### src/rtl/riscv_multicycle_controller.sv
// Multicycle RV32 control FSM: sequences fetch/decode/execute/writeback
// and drives datapath mux selects, ALU operation and write strobes.
// Optional feature macro: CTRL_TRAP_EN. When it is defined, an illegal
// instruction parks the FSM in TRAP with illegal_instr high until reset.
// When it is undefined, an illegal instruction retires as a NOP in DECODE.
module riscv_multicycle_controller (
  input  logic       clk,
  input  logic       rst,
  input  logic [6:0] OP,
  input  logic [2:0] funct3,
  input  logic [6:0] funct7,
  input  logic       Zero,
  output logic       regWrite,
  output logic       PCWrite,
  output logic       AdrSrc,
  output logic       MemWrite,
  output logic       IRWrite,
  output logic       WD3Src,
  output logic       PC4Write,
  output logic [1:0] ResultSrc,
  output logic [1:0] ALUSrcA,
  output logic [1:0] ALUSrcB,
  output logic [2:0] ImmSrc,
  output logic [2:0] ALUControl,
  output logic       instr_done
`ifdef CTRL_TRAP_EN
  ,
  output logic       illegal_instr
`endif
);

  typedef enum logic [3:0] {
    S_FETCH, S_DECODE, S_MEMADR, S_MEMREAD, S_MEMWB, S_MEMWRITE, S_EXECR,
    S_EXECI, S_ALUWB, S_BRANCH, S_JUMP1, S_JUMP2, S_LUI, S_TRAP
  } state_t;

  localparam logic [6:0] OP_LOAD  = 7'b0000011;
  localparam logic [6:0] OP_STORE = 7'b0100011;
  localparam logic [6:0] OP_R     = 7'b0110011;
  localparam logic [6:0] OP_I     = 7'b0010011;
  localparam logic [6:0] OP_BR    = 7'b1100011;
  localparam logic [6:0] OP_JAL   = 7'b1101111;
  localparam logic [6:0] OP_JALR  = 7'b1100111;
  localparam logic [6:0] OP_LUI   = 7'b0110111;

`ifdef CTRL_TRAP_EN
  localparam state_t ILL_NEXT = S_TRAP;
`else
  localparam state_t ILL_NEXT = S_FETCH;
`endif

  state_t state, state_nxt;

  logic is_load, is_store, is_r, is_i, is_br, is_jal, is_jalr, is_lui;
  logic op_known, f3_legal, illegal;
  logic [2:0] alu_sel;
  logic unused_f7;

  assign is_load  = (OP == OP_LOAD);
  assign is_store = (OP == OP_STORE);
  assign is_r     = (OP == OP_R);
  assign is_i     = (OP == OP_I);
  assign is_br    = (OP == OP_BR);
  assign is_jal   = (OP == OP_JAL);
  assign is_jalr  = (OP == OP_JALR);
  assign is_lui   = (OP == OP_LUI);
  assign op_known = is_load | is_store | is_r | is_i | is_br | is_jal | is_jalr | is_lui;
  assign unused_f7 = ^{funct7[6], funct7[4:0]};

  // ALU operation from funct3; funct7[5] selects sub only for register-register ops
  always_comb begin
    f3_legal = 1'b1;
    alu_sel  = 3'b000;
    case (funct3)
      3'b000:  alu_sel = (is_r && funct7[5]) ? 3'b001 : 3'b000;
      3'b111:  alu_sel = 3'b010;
      3'b110:  alu_sel = 3'b011;
      3'b100:  alu_sel = 3'b100;
      3'b010:  alu_sel = 3'b101;
      default: f3_legal = 1'b0;
    endcase
  end

  assign illegal = !op_known || ((is_r || is_i) && !f3_legal);

  // State register; asynchronous reset returns to FETCH
  always_ff @(posedge clk or negedge rst) begin
    if (!rst) state <= S_FETCH;
    else      state <= state_nxt;
  end

  // Next-state sequencing
  always_comb begin
    state_nxt = S_FETCH;
    case (state)
      S_FETCH:  state_nxt = S_DECODE;
      S_DECODE: begin
        if (illegal)                   state_nxt = ILL_NEXT;
        else if (is_load || is_store)  state_nxt = S_MEMADR;
        else if (is_r)                 state_nxt = S_EXECR;
        else if (is_i)                 state_nxt = S_EXECI;
        else if (is_br)                state_nxt = S_BRANCH;
        else if (is_jal || is_jalr)    state_nxt = S_JUMP1;
        else                           state_nxt = S_LUI;
      end
      S_MEMADR:  state_nxt = is_load ? S_MEMREAD : S_MEMWRITE;
      S_MEMREAD: state_nxt = S_MEMWB;
      S_EXECR,
      S_EXECI:   state_nxt = S_ALUWB;
      S_JUMP1:   state_nxt = S_JUMP2;
      S_TRAP:    state_nxt = S_TRAP;
      default:   state_nxt = S_FETCH;
    endcase
  end

  // Per-state outputs; everything is held low while reset is asserted
  always_comb begin
    regWrite   = 1'b0;
    PCWrite    = 1'b0;
    AdrSrc     = 1'b0;
    MemWrite   = 1'b0;
    IRWrite    = 1'b0;
    WD3Src     = 1'b0;
    PC4Write   = 1'b0;
    ResultSrc  = 2'b00;
    ALUSrcA    = 2'b00;
    ALUSrcB    = 2'b00;
    ImmSrc     = 3'b000;
    ALUControl = 3'b000;
    instr_done = 1'b0;
`ifdef CTRL_TRAP_EN
    illegal_instr = 1'b0;
`endif
    if (rst) begin
      case (state)
        S_FETCH: begin
          IRWrite = 1'b1; ALUSrcB = 2'b10; ResultSrc = 2'b10; PCWrite = 1'b1;
        end
        S_DECODE: begin
          ALUSrcA = 2'b01; ALUSrcB = 2'b01; ImmSrc = 3'b010;
`ifndef CTRL_TRAP_EN
          instr_done = illegal;
`endif
        end
        S_MEMADR: begin
          ALUSrcA = 2'b10; ALUSrcB = 2'b01; ImmSrc = is_store ? 3'b001 : 3'b000;
        end
        S_MEMREAD: AdrSrc = 1'b1;
        S_MEMWB: begin
          ResultSrc = 2'b01; regWrite = 1'b1; instr_done = 1'b1;
        end
        S_MEMWRITE: begin
          AdrSrc = 1'b1; MemWrite = 1'b1; instr_done = 1'b1;
        end
        S_EXECR: begin
          ALUSrcA = 2'b10; ALUControl = alu_sel;
        end
        S_EXECI: begin
          ALUSrcA = 2'b10; ALUSrcB = 2'b01; ALUControl = alu_sel;
        end
        S_ALUWB: begin
          regWrite = 1'b1; instr_done = 1'b1;
        end
        S_BRANCH: begin
          ALUSrcA = 2'b10; ALUControl = 3'b110; PCWrite = Zero; instr_done = 1'b1;
        end
        S_JUMP1: begin
          ALUSrcA = 2'b01; ALUSrcB = 2'b10; ResultSrc = 2'b10; PC4Write = 1'b1;
        end
        S_JUMP2: begin
          ALUSrcA  = is_jalr ? 2'b10 : 2'b01;
          ImmSrc   = is_jalr ? 3'b000 : 3'b011;
          ALUSrcB  = 2'b01; ResultSrc = 2'b10; PCWrite = 1'b1;
          regWrite = 1'b1; WD3Src = 1'b1; instr_done = 1'b1;
        end
        S_LUI: begin
          ImmSrc = 3'b100; ResultSrc = 2'b11; regWrite = 1'b1; instr_done = 1'b1;
        end
`ifdef CTRL_TRAP_EN
        S_TRAP: illegal_instr = 1'b1;
`endif
        default: ;
      endcase
    end
  end

endmodule

### config.mk
export PLATFORM = sky130hd
export DESIGN_NAME = riscv_multicycle_controller
export DESIGN_NICKNAME = d
export VERILOG_FILES = /design/src/rtl/riscv_multicycle_controller.sv
export SDC_FILE = /design/constraint.sdc
export NUM_CORES = 1
export LEC_CHECK = 0
export CAP_MARGIN = 5
export CORE_UTILIZATION = 40
export DETAILED_ROUTE_END_ITERATION = 7
export PLACE_DENSITY = 0.79
export REMOVE_ABC_BUFFERS = 1
export SETUP_SLACK_MARGIN = 0.2
export SLEW_MARGIN = 20
export SYNTH_ARGS = -nofsm -noshare
export SYNTH_HDL_FRONTEND = slang
export SYNTH_SLANG_ARGS = --single-unit
### constraint.sdc
create_clock -name clk -period 4.4 [get_ports clk]
set_input_delay 0.88 -clock clk [delete_from_list [all_inputs] [get_ports clk]]
set_output_delay 0.88 -clock clk [all_outputs]
set_load 0.02 [all_outputs]
**After elaboration in Yosys (flattened, before gate mapping)**

Index checks and enable logic that the tools add are counted.

- Register bits after elaboration: 4
- Input port bits: 20
- Output and inout port bits: 20
- Word-level logic and storage cells: 94

- Equality and inequality tests: 25
- Muxes and demuxes: 40
- Bitwise logic cells: 7
- Reduce and logical (&&, ||, !) cells: 21

Operators with widths:

| operator | count |
|---|---|
| 4-bit one-hot mux with 7 select lines | 1 |
| 4-bit equality test (second input constant) | 6 |
| 7-bit by 6-bit equality test with 1-bit output (second input constant) | 3 |
| 7-bit equality test (second input constant) | 3 |
| 1-bit 2-to-1 mux | 17 |
| 4-bit by 3-bit equality test with 1-bit output (second input constant) | 4 |
| 4-bit 2-to-1 mux | 4 |
| 3-bit 2-to-1 mux | 5 |
| 3-bit one-hot mux with 5 select lines | 1 |
| 2-bit one-hot mux with 3 select lines | 2 |
| 3-bit one-hot mux with 4 select lines | 1 |
| 4-bit OR reduction | 3 |
| 2-bit 2-to-1 mux | 5 |
| 2-bit OR reduction | 5 |
| 3-bit equality test (second input constant) | 3 |
| 4-bit by 2-bit equality test with 1-bit output (second input constant) | 2 |
| 7-bit by 2-bit equality test with 1-bit output (second input constant) | 1 |
| 7-bit by 5-bit equality test with 1-bit output (second input constant) | 1 |
| 1-bit OR | 7 |
| 3-bit one-hot mux with 2 select lines | 1 |
| 6-bit OR reduction | 1 |
| 5-bit OR reduction | 1 |
| 4-bit by 1-bit equality test with 1-bit output (second input constant) | 1 |
| 4-bit zero test | 1 |
| other kinds (8) | 14 |

**Longest topological paths before layout**

Gate-level depths: netlist of run 1.

- Depth after elaboration: 12
- Gate-level depth with buffers: 5

**Worst setup path after synthesis of run 1**

No wires, ideal clock.

- Path kind: input-to-output
- From: input OP[3]
- To: output ALUControl[0]
- Arrival: 2.109 ns
- Data required time: 3.520 ns
- Slack: 1.411 ns
- Cell stages on the path: 5
- Buffers on the path: 1
- Cell sequence: buf_4 -> or3_4 -> nor4_2 -> a31oi_1 -> nor4_2

- Cells in the longest elaborated chain, start to end: 6

RTL lines:

| element | line | text |
|---|---|---|
| from (decl) | 9 | `input logic [6:0] OP,` |
| 7-bit by 6-bit equality test with 1-bit output | 61 | `assign is_r = (OP == OP_R);` |
| 1-bit logical AND | 75 | `3'b000: alu_sel = (is_r && funct7[5]) ? 3'b001 : 3'b000;` |
| 1-bit 2-to-1 mux | 75 |  |
| 3-bit one-hot mux with 5 select lines | 74 | `case (funct3)` |
| 3-bit one-hot mux with 2 select lines | 135 | `case (state)` |
| 3-bit 2-to-1 mux | 134 | `if (rst) begin` |
| to (decl) | 24 | `output logic [2:0] ALUControl,` |

No other way between the ends.

**Final worst setup path of run 1**

- From: input OP[5]
- To: output instr_done

- Cells in the longest elaborated chain, start to end: 12

RTL lines:

| element | line | text |
|---|---|---|
| 7-bit by 2-bit equality test with 1-bit output or 7-bit by 6-bit equality test with 1-bit output (tied branches) | 59, 60 |  |
| 1-bit OR (7 in series) | 67 | `assign op_known = is_load \| is_store \| is_r \| is_i \| is_br \| is_jal \| is_jalr \| is_lui;` |
| 1-bit zero test | 84 | `assign illegal = !op_known \|\| ((is_r \|\| is_i) && !f3_legal);` |
| 1-bit logical OR (*) | 84 |  |
| 1-bit one-hot mux with 2 select lines (*) | 135 |  |
| 1-bit 2-to-1 mux (*) | 134 |  |
| to (decl) | 25 | `output logic instr_done` |

Mark *: on every way between the ends. The rest lies on a longest branch, timed or not.

==> results of run 1 <==
## Yosys cell counts (all sizes together), types with 3 or more instances
cell | instances | area [µm²]
buf | 7 | 51.3
a21oi | 7 | 35.0
nand3 | 8 | 40.0
nor2b | 5 | 33.8
nand4 | 3 | 18.8
o21ai | 4 | 20.0
clkbuf | 4 | 16.3
nand2b | 5 | 31.3
nor4 | 4 | 43.8
a21boi | 3 | 22.5
and2 | 3 | 18.8
nor3 | 7 | 35.0
inv | 4 | 15.0
nand2 | 13 | 48.8
dfrtp | 4 | 100
nor2 | 13 | 48.8
## metal layers
metal  part of all wire, %  global-route usage [%]
met1                    47                    30.7
met2                    48                    35.3
met3                   4.5                    2.26
met5                     0                       0
met4                  0.31                    10.3
## power groups by stage
stage	registers (mW)	clock network, mW	logic (mW)
floorplan	0.0375	0	0.0128
global placement	0.0375	0	0.0356
detailed placement	0.0375	0	0.0363
CTS	0.0370	0.0474	0.0365
global route	0.0369	0.0525	0.0402
finish	0.0370	0.0457	0.0368
## final timing paths
kind | end | slack (ns) | cells past startpoint
worst max register to register | state[2] | 2.83 | 4
worst min register to register | state[0] | 0.84 | 2
max in group asynchronous | state[2] | 3.23 | 1
worst min-delay path | state[0] | 0.84 | 2
min in group asynchronous | state[0] | 0.92 | 1
worst max-delay path | instr_done | 0.49 | 6
## through the flow
| step | hold WS, ns | power [mW] |
|---|---|---|
| 3_5_place_dp | 0.826 | 0.0738 |
| 5_1_grt | 0.900 | 0.130 |
| 2_1_floorplan | 0.584 | 0.0503 |
| 3_3_place_gp | 0.837 | 0.0731 |
| 4_1_cts | 0.835 | 0.121 |
| 6_report | 0.842 | 0.120 |
## cell families after synthesis
kind of cell	Yosys count	synth area share [%]
AND/OR/NAND/NOR	70	47.7
AO/OA/AOI/OAI	31	25.4
buffers and inverters	15	9.97
flip-flops	4	12.1
XOR/XNOR	2	2.12
multiplexers	2	2.72
## worst max-delay path: stages
cell and delay (ns):
clkdlybuf4s50_1 0.54, nor2b_2 0.26, and3_2 0.24, a211o_1 0.27, a31oi_1 0.20, clkdlybuf4s50_1 0.64
## layout make-up
class                           instances  area (µm²)  area share [%]
Multi-Input combinational cell        105         646            55.5
Tap cell                               27        33.8            2.91
Clock buffer                            3        22.5            1.94
Sequential cell                         4         100            8.61
Timing Repair Buffer                   35         345            29.7
Inverter                                4        15.0            1.29
==> flow_metrics.py, run 1 <==
metrics = {
    "synthesis": {
        "synthArstFlopShare_pct": 100,
        "ys_warn_count": 0,
        "synth_area_per_cell_um2": 6.68,
        "synth_flop_cell": "dfrtp_1",
        "ys_types": 44,
        "synthesis.area_um2": 828,
        "synth_edf_count": 0,
        "ys_seq_area_share_pct": 12.1,
        "synth_cells": 124,
        "synth.ff_latch_count": 4,
    },
    "place": {
        "dpl-instance-area_um2": 1140,
        "dp_hpwl_mm": 1.75,
        "finalWeightedCongestion": 0.874,
        "io_buffer_count": 33,
        "post-place-ws_ns": 0.506,
        "placedCellCount": 175,
    },
    "cts": {
        "cts_hold_buffers": 0,
        "clk_latency_ns": 0.23,
        "cts_buffer_depth": 2,
        "postCtsSetupBuffers": 0,
        "htree_levels": 1,
        "clockRootBuffer": "clkbuf_4",
        "tritoncts": "built",
        "cts_resized": 0,
        "cts_sinks": 4,
        "clk_pin_slew_ns": 0.04,
        "cts_buffers": 3,
    },
    "outcome": {
        "status": "finished, final reports clean",
    },
    "layout": {
        "post-route-util_pct": 59.2,
        "stdcell_count": 178,
        "post-route-cell-area_um2": 1160,
        "top_regs": "state: 4 flops",
        "regMostFlops": "state",
        "layout_commonest_cell": "clkdlybuf4s50_1",
        "drive_above_1_share_pct": 10.6,
        "largest_reg_flops": 4,
        "synthToLayoutAreaGrowth_pct": 40.3,
        "diodes": 0,
        "nFillCells": 211,
        "finalNetCount": 173,
        "final_cell_mix": "clkdlybuf4s50_1 (33), nand2_1 (13), nor2_1 (13)",
    },
    "grt": {
        "grt_max_degree": 20,
        "antenna_found_initial": 0,
        "grt_pass1_vias": 894,
        "grt.total_usage_pct": 22.5,
        "grt_overflow_total": 0,
        "grt_pass1_wl_mm": 3.71,
    },
    "routing": {
        "dr.pass1.iters": 4,
        "drt-total-wl_mm": 2.28,
        "vias_per_cell": 5.70,
        "route.antenna.remaining_nets": 0,
        "dr.first_iter.drc_count": 31,
        "vias": 1015,
        "drc_errors": 0,
        "wl_per_cell_um": 12.8,
    },
    "die": {
        "io_pins": 40,
        "die_w_um": 47.5,
        "rows": 16,
        "initial_core_util_pct": 42.2,
        "die_y_um": 47.5,
        "dieArea_um2": 2260,
        "core_um2": 1960,
    },
    "pwr": {
        "p_switching_mw": 0.0332,
        "comb_power_share_pct": 30.8,
        "irDropWorstVdd_mv": 0.0745,
        "p_clk_share_pct": 38.2,
        "p_int_mw": 0.0863,
        "p_per_area_nw_per_um2": 103,
        "switching_share_pct": 27.8,
        "p_leak_nw": 0.398,
        "seqPwrFrac_pct": 30.9,
    },
    "setup_path": {
        "worstPathMaxFanout": 7,
        "crit_start": "OP[5]",
        "critPathKind": "input pin to primary output",
        "arrival_ns": 3.03,
        "endpoint_kind": "primary output",
        "cp.required_ns": 3.52,
        "reg2reg_from": "state[0]",
        "setup.worst_path.start_class": "input pin",
    },
    "sta": {
        "finalCritPeriodShare_pct": 88.8,
        "finalSetupViolations": 0,
        "rsz0062_at_grt": "false",
        "drv_slew": 0,
        "fin_crit_ns": 3.91,
        "finalHoldViolations": 0,
        "fin_skew_ns": 0.00233,
        "clock.fmax_ghz": 0.256,
        "fin_ws_ns": 0.491,
        "worst_pin_slew_ns": 0.558,
        "slew_headroom_pct": 62.8,
        "finalSetupTns_ns": 0,
    },
    "run": {
        "drv_cap": 0,
    },
    "hold_path": {
        "hp-class": "register to register",
        "hp-start": "state[3]",
    },
}
No activity file was read; power rests on OpenSTA's default activity.
==> run 2: changes to the inputs <==
--- a/config.mk
+++ b/config.mk
@@ -6,9 +6,9 @@
 export NUM_CORES = 1
 export LEC_CHECK = 0
 export CAP_MARGIN = 5
-export CORE_UTILIZATION = 40
+export CORE_UTILIZATION = 44
 export DETAILED_ROUTE_END_ITERATION = 7
-export PLACE_DENSITY = 0.79
+export PLACE_DENSITY = 0.86
 export REMOVE_ABC_BUFFERS = 1
 export SETUP_SLACK_MARGIN = 0.2
 export SLEW_MARGIN = 20
==> run 2 against run 1 <==
Against the previous run: cell area shrank 0.22%; cell count decreased by 1.1%; flip-flop and latch count is the same; register-to-register slack barely moved; fmax increased by 0.48%; first-iteration DRC count up 68%; worst hold slack got worse by 0.0010 ns; total power shrank 0.24%; sequential share of layout area about the same; setup slack improved by 0.019 ns; critical path type unchanged; global-route usage increased by 1.9 points; critical path depth unchanged.
==> flow_metrics.py, run 2 (same netlist as run 1, synthesis figures left out) <==
metrics = {
    "routing": {
        "drt-total-wl_mm": 2.30,
        "drc_errors": 0,
        "route.antenna.remaining_nets": 0,
        "dr.pass1.iters": 4,
        "dr.first_iter.drc_count": 52,
        "wl_per_cell_um": 13.1,
        "vias": 1037,
        "vias_per_cell": 5.89,
    },
    "setup_path": {
        "worstPathMaxFanout": 9,
        "setup.worst_path.start_class": "input pin",
        "reg2reg_depth": 3,
        "arrival_ns": 3.01,
        "crit_path_max_incr_delay_ns": 0.64,
        "r2r_setup_slack_ns": 2.82,
        "crit_path_top_delay_cell": "clkdlybuf4s50_1",
        "critPathKind": "input pin to primary output",
        "crit_path_cell_trace": "clkdlybuf4s50_1 > or3_4 > nor4_2 > a31oi_1 > nor4_2 > clkdlybuf4s50_1",
        "cp_top_family": "buffers and inverters",
        "endpoint_kind": "primary output",
        "reg2reg_from": "state[0]",
        "path_buf_inv": 2,
        "cp.required_ns": 3.52,
        "timing.rr.end": "state[1]",
    },
    "die": {
        "die_y_um": 45.4,
        "initial_core_util_pct": 47.5,
        "die_w_um": 45.4,
        "core_um2": 1750,
        "dieArea_um2": 2060,
        "io_pins": 40,
        "rows": 15,
    },
    "sta": {
        "fin_skew_ns": 0.00175,
        "drv_slew": 0,
        "finalSetupTns_ns": 0,
        "fin_crit_ns": 3.89,
        "worst_pin_slew_ns": 0.566,
        "finalCritPeriodShare_pct": 88.4,
        "finalHoldViolations": 0,
        "clock.fmax_ghz": 0.257,
        "finalSetupViolations": 0,
        "rsz0062_at_grt": "false",
        "fin_ws_ns": 0.510,
        "slew_headroom_pct": 62.3,
    },
    "cts": {
        "cts_hold_buffers": 0,
        "clockRootBuffer": "clkbuf_4",
        "clk_pin_slew_ns": 0.04,
        "clk_latency_ns": 0.23,
        "htree_levels": 1,
        "cts_resized": 0,
        "cts_buffers": 3,
        "cts_buffer_depth": 2,
        "cts_sinks": 4,
        "postCtsSetupBuffers": 0,
        "tritoncts": "built",
    },
    "grt": {
        "grt_overflow_total": 0,
        "grt.total_usage_pct": 24.4,
        "grt_pass1_wl_mm": 3.79,
        "grt_pass1_vias": 877,
        "grt_max_degree": 20,
        "antenna_found_initial": 0,
    },
    "layout": {
        "final_cell_mix": "clkdlybuf4s50_1 (33), nand2_1 (13), nor2_1 (13)",
        "synthToLayoutAreaGrowth_pct": 40.0,
        "layout_commonest_cell": "clkdlybuf4s50_1",
        "largest_reg_flops": 4,
        "regMostFlops": "state",
        "finalNetCount": 173,
        "stdcell_count": 176,
        "post-route-util_pct": 66.5,
        "top_regs": "state: 4 flops",
        "diodes": 0,
        "drive_above_1_share_pct": 10.6,
    },
    "hold_path": {
        "whs_endpoint": "state[0]",
        "hp-start": "state[3]",
        "hold_depth": 2,
        "hp-class": "register to register",
    },
    "run": {
        "drv_cap": 0,
    },
    "place": {
        "finalWeightedCongestion": 0.938,
        "dp_hpwl_mm": 1.76,
        "io_buffer_count": 33,
        "placedCellCount": 173,
        "post-place-ws_ns": 0.518,
    },
    "pwr": {
        "p_leak_nw": 0.398,
        "p_per_area_nw_per_um2": 103,
        "irDropWorstVdd_mv": 0.0745,
    },
    "outcome": {
        "status": "finished, final reports clean",
    },
}
-- run 2: worst max path at each step --
| stage | startpoint | to | depth (start not counted) |
|---|---|---|---|
| global route | OP[2] | ALUControl[0] | 6 |
| global placement | OP[2] | ALUControl[0] | 6 |
| CTS | OP[2] | ALUControl[0] | 6 |
| detailed placement | OP[2] | ALUControl[0] | 6 |
| finish | OP[2] | ALUControl[0] | 6 |
| floorplan | OP[2] | ALUControl[0] | 4 |
-- run 2: power by group --
group	total (mW)	internal, mW	leakage [nW]	switching [mW]
Combinational	0.0371	0.0188	0.344	0.0182
Sequential	0.0370	0.0370	0.0402	0
Clock	0.0452	0.0305	0.0138	0.0147
Total	0.119	0.0863	0.398	0.0329
-- run 2: routing by layer --
metal	global-route usage [%]	part of all wire (%)
met4	9.09	0
met2	39.4	50
met3	2.78	5.4
met5	0	0
met1	32.9	45
-- run 2: per-stage QoR --
stage | total power [mW] | hold WS [ns] | cell area, µm²
floorplan | 0.0503 | 0.584 | 761
global placement | 0.0728 | 0.832 | 1140
detailed placement | 0.0743 | 0.828 | 1140
CTS | 0.121 | 0.833 | 1160
global route | 0.130 | 0.896 | 1160
finish | 0.119 | 0.841 | 1160
-- run 2: layout make-up --
class                           instances  area, µm²
Clock buffer                            3       22.5
Timing Repair Buffer                   35        345
Multi-Input combinational cell        105        646
Inverter                                4       15.0
Tap cell                               25       31.3
Sequential cell                         4        100
Fill cell                             166        586
-- run 2: worst register-to-register path: stages, from the launching register on --
cell	delay [ns]
dfrtp_1	0.62
nor2b_1	0.49
nand2_1	0.13
o21ai_0	0.24
==> RTL change, RTL diff (flow settings as in run 2) <==
Register the output `regWrite`, with the module's reset; this adds one clock of latency there. The other outputs are not delayed to match.
--- a/src/rtl/riscv_multicycle_controller.sv
+++ b/src/rtl/riscv_multicycle_controller.sv
@@ -43,4 +43,6 @@
   localparam logic [6:0] OP_JALR  = 7'b1100111;
   localparam logic [6:0] OP_LUI   = 7'b0110111;
+
+  logic regWrite_d;
 
 `ifdef CTRL_TRAP_EN
@@ -116,5 +118,5 @@
   // Per-state outputs; everything is held low while reset is asserted
   always_comb begin
-    regWrite   = 1'b0;
+    regWrite_d = 1'b0;
     PCWrite    = 1'b0;
     AdrSrc     = 1'b0;
@@ -148,5 +150,5 @@
         S_MEMREAD: AdrSrc = 1'b1;
         S_MEMWB: begin
-          ResultSrc = 2'b01; regWrite = 1'b1; instr_done = 1'b1;
+          ResultSrc = 2'b01; regWrite_d = 1'b1; instr_done = 1'b1;
         end
         S_MEMWRITE: begin
@@ -160,5 +162,5 @@
         end
         S_ALUWB: begin
-          regWrite = 1'b1; instr_done = 1'b1;
+          regWrite_d = 1'b1; instr_done = 1'b1;
         end
         S_BRANCH: begin
@@ -172,8 +174,8 @@
           ImmSrc   = is_jalr ? 3'b000 : 3'b011;
           ALUSrcB  = 2'b01; ResultSrc = 2'b10; PCWrite = 1'b1;
-          regWrite = 1'b1; WD3Src = 1'b1; instr_done = 1'b1;
+          regWrite_d = 1'b1; WD3Src = 1'b1; instr_done = 1'b1;
         end
         S_LUI: begin
-          ImmSrc = 3'b100; ResultSrc = 2'b11; regWrite = 1'b1; instr_done = 1'b1;
+          ImmSrc = 3'b100; ResultSrc = 2'b11; regWrite_d = 1'b1; instr_done = 1'b1;
         end
 `ifdef CTRL_TRAP_EN
@@ -185,4 +187,12 @@
   end
 
+  always_ff @(posedge clk or negedge rst) begin
+    if (!rst) begin
+      regWrite <= '0;
+    end else begin
+      regWrite <= regWrite_d;
+    end
+  end
+
 endmodule
 
Formal check against the unedited RTL: not equivalent (a bounded check fails within 4 cycles, from zero or initial values and one cycle with rst low).
==> RTL change against run 2 <==
Synthesized area shrank 2.9%; wire length grew 0.52%; worst setup slack lost 0.098 ns; sequential cell count grew 1; clock skew grew 0.0018 ns; utilization grew 0.94 points; count of clock-buffer cells in the layout grew 1; final area grew 0.32%; highest routed layer unchanged.
Power is not compared: it rests on default switching activity, and its combinational part moved more than twofold at a synthesized area within 25%.
==> RTL change: results (changes against run 2) <==
Yosys
  – Xor/xnor share of the synthesized area: 3.27% (+1.2 points)
  – Top cells by area, synth: dfrtp_1 (16%), nor2_1 (7.0%), a21oi_1 (6.2%), nand2b_1 (4.7%), nand2_1 (3.7%)
  – Mux contribution to synthesized area: 1.24% (-1.5 points)
  – Register area share after synthesis: 15.6% (+3.5 points)
  – Synth Area in Compound Gates: 32.2% (+6.8 points)
  – Gate Count Post-Synth: 119 (-4.0%)
  – Top cells by count, synth: nor2_1 (15), a21oi_1 (10), nand2_1 (8)

Status
  – Outcome: completed

Worst setup path
  – CP Launch Point: OP[2]
  – Reg2Reg Depth: 3 (unchanged)
  – Critical Path End: ImmSrc[0]
  – Worst Path Required: 3.52 ns (about the same)
  – Flop2flop setup slack: 2.80 ns (-0.02 ns)
  – Worst Path Max Fanout: 8 (-1)
  – Critical Path AT: 3.11 ns (+0.10 ns)
  – FF-to-FF Start: state[1]

GRT
  – First-pass GRT wire length: 3800 um (+0.34%)
  – Vias in the first global route: 898 (+2.4%)
  – Largest net degree at the start of global routing: 23 (+15%)
  – Initial antenna violation count: 0 (unchanged)
  – All-layer global routing usage: 24.8% (+0.39 points)

Placed design
  – Final GP Congestion: 0.853 (-9.1%)
  – HPWL Detailed: 1790 um (+1.7%)
  – Pre-CTS WS: 0.435 ns (-0.0835 ns)

Final layout
  – Multi-input gate area: 617 um2 (-4.5%)
  – Nets@finish: 170 (-1.7%)
  – Fill cells: 168 (+1.2%)
  – Share of post-route cells with drive strength above 1: 8.72% (-1.9 points)
  – Largest registers: state x4, regWrite x1
  – Fin cells: 174 (-1.1%)

Route
  – DR vias: 1042 (+0.48%)
  – Post-DR wirelength/cell: 13.3 um (+1.7%)
  – Drt initial violations: 33 (-37%)
  – Drt first pass iters: 4 (unchanged)

Timing
  – Worst slew pin tran: 0.665 ns (+0.0986 ns)
  – Skew final: 0.00353 ns (+0.00178 ns)
==> RTL change: final cells by class <==
class	count	area share, %
clock buffer	4	2.26
inverter	7	2.26
multi-input combinational	99	53.0
sequential	5	10.8
tap	25	2.69
timing repair buffer	34	29.0
==> RTL change: cell families after synthesis <==
family	Yosys count
simple gates	59
flops	5
buf+inv	15
mux	1
compound gates	36
xor+xnor	3
==> RTL change: worst min-delay path: cells and delay by family (launching register included) <==
| family | cells | cell delay [ns] |
|---|---|---|
| AO/OA/AOI/OAI | 1 | 0.09 |
| AND/OR/NAND/NOR | 1 | 0.14 |
| flip-flops | 1 | 0.55 |
==> RTL change: routing by layer <==
metal / global-route usage [%] / up-vias / wire length [um]
met1: 30.9 / 486 / 987
met2: 45.3 / 55 / 1150
met5: 0 / - / 0
met4: 5.45 / 0 / 0
li1: - / 501 / -
met3: 3.20 / 0 / 169
==> RTL change: worst min-delay path by stage <==
stage / start / to / slack (ns) / depth (start not counted)
6_report: state[2] / state[2] / 0.83 / 2
5_1_grt: state[2] / state[2] / 0.85 / 2
4_1_cts: state[2] / state[2] / 0.81 / 2
3_5_place_dp: state[2] / state[2] / 0.81 / 2
3_3_place_gp: state[2] / state[2] / 0.82 / 2
2_1_floorplan: rst / regWrite / 0.58 / 0
==> RTL change: power groups by stage <==
| stage | clock, mW | sequential, mW | combinational, mW |
|---|---|---|---|
| global placement | 0 | 0.0782 | 0.200 |
| detailed placement | 0 | 0.0779 | 0.204 |
| finish | 0.0521 | 0.0785 | 0.207 |
| floorplan | 0 | 0.0710 | 0.124 |
| global route | 0.0566 | 0.0803 | 0.225 |
| CTS | 0.0535 | 0.0773 | 0.207 |
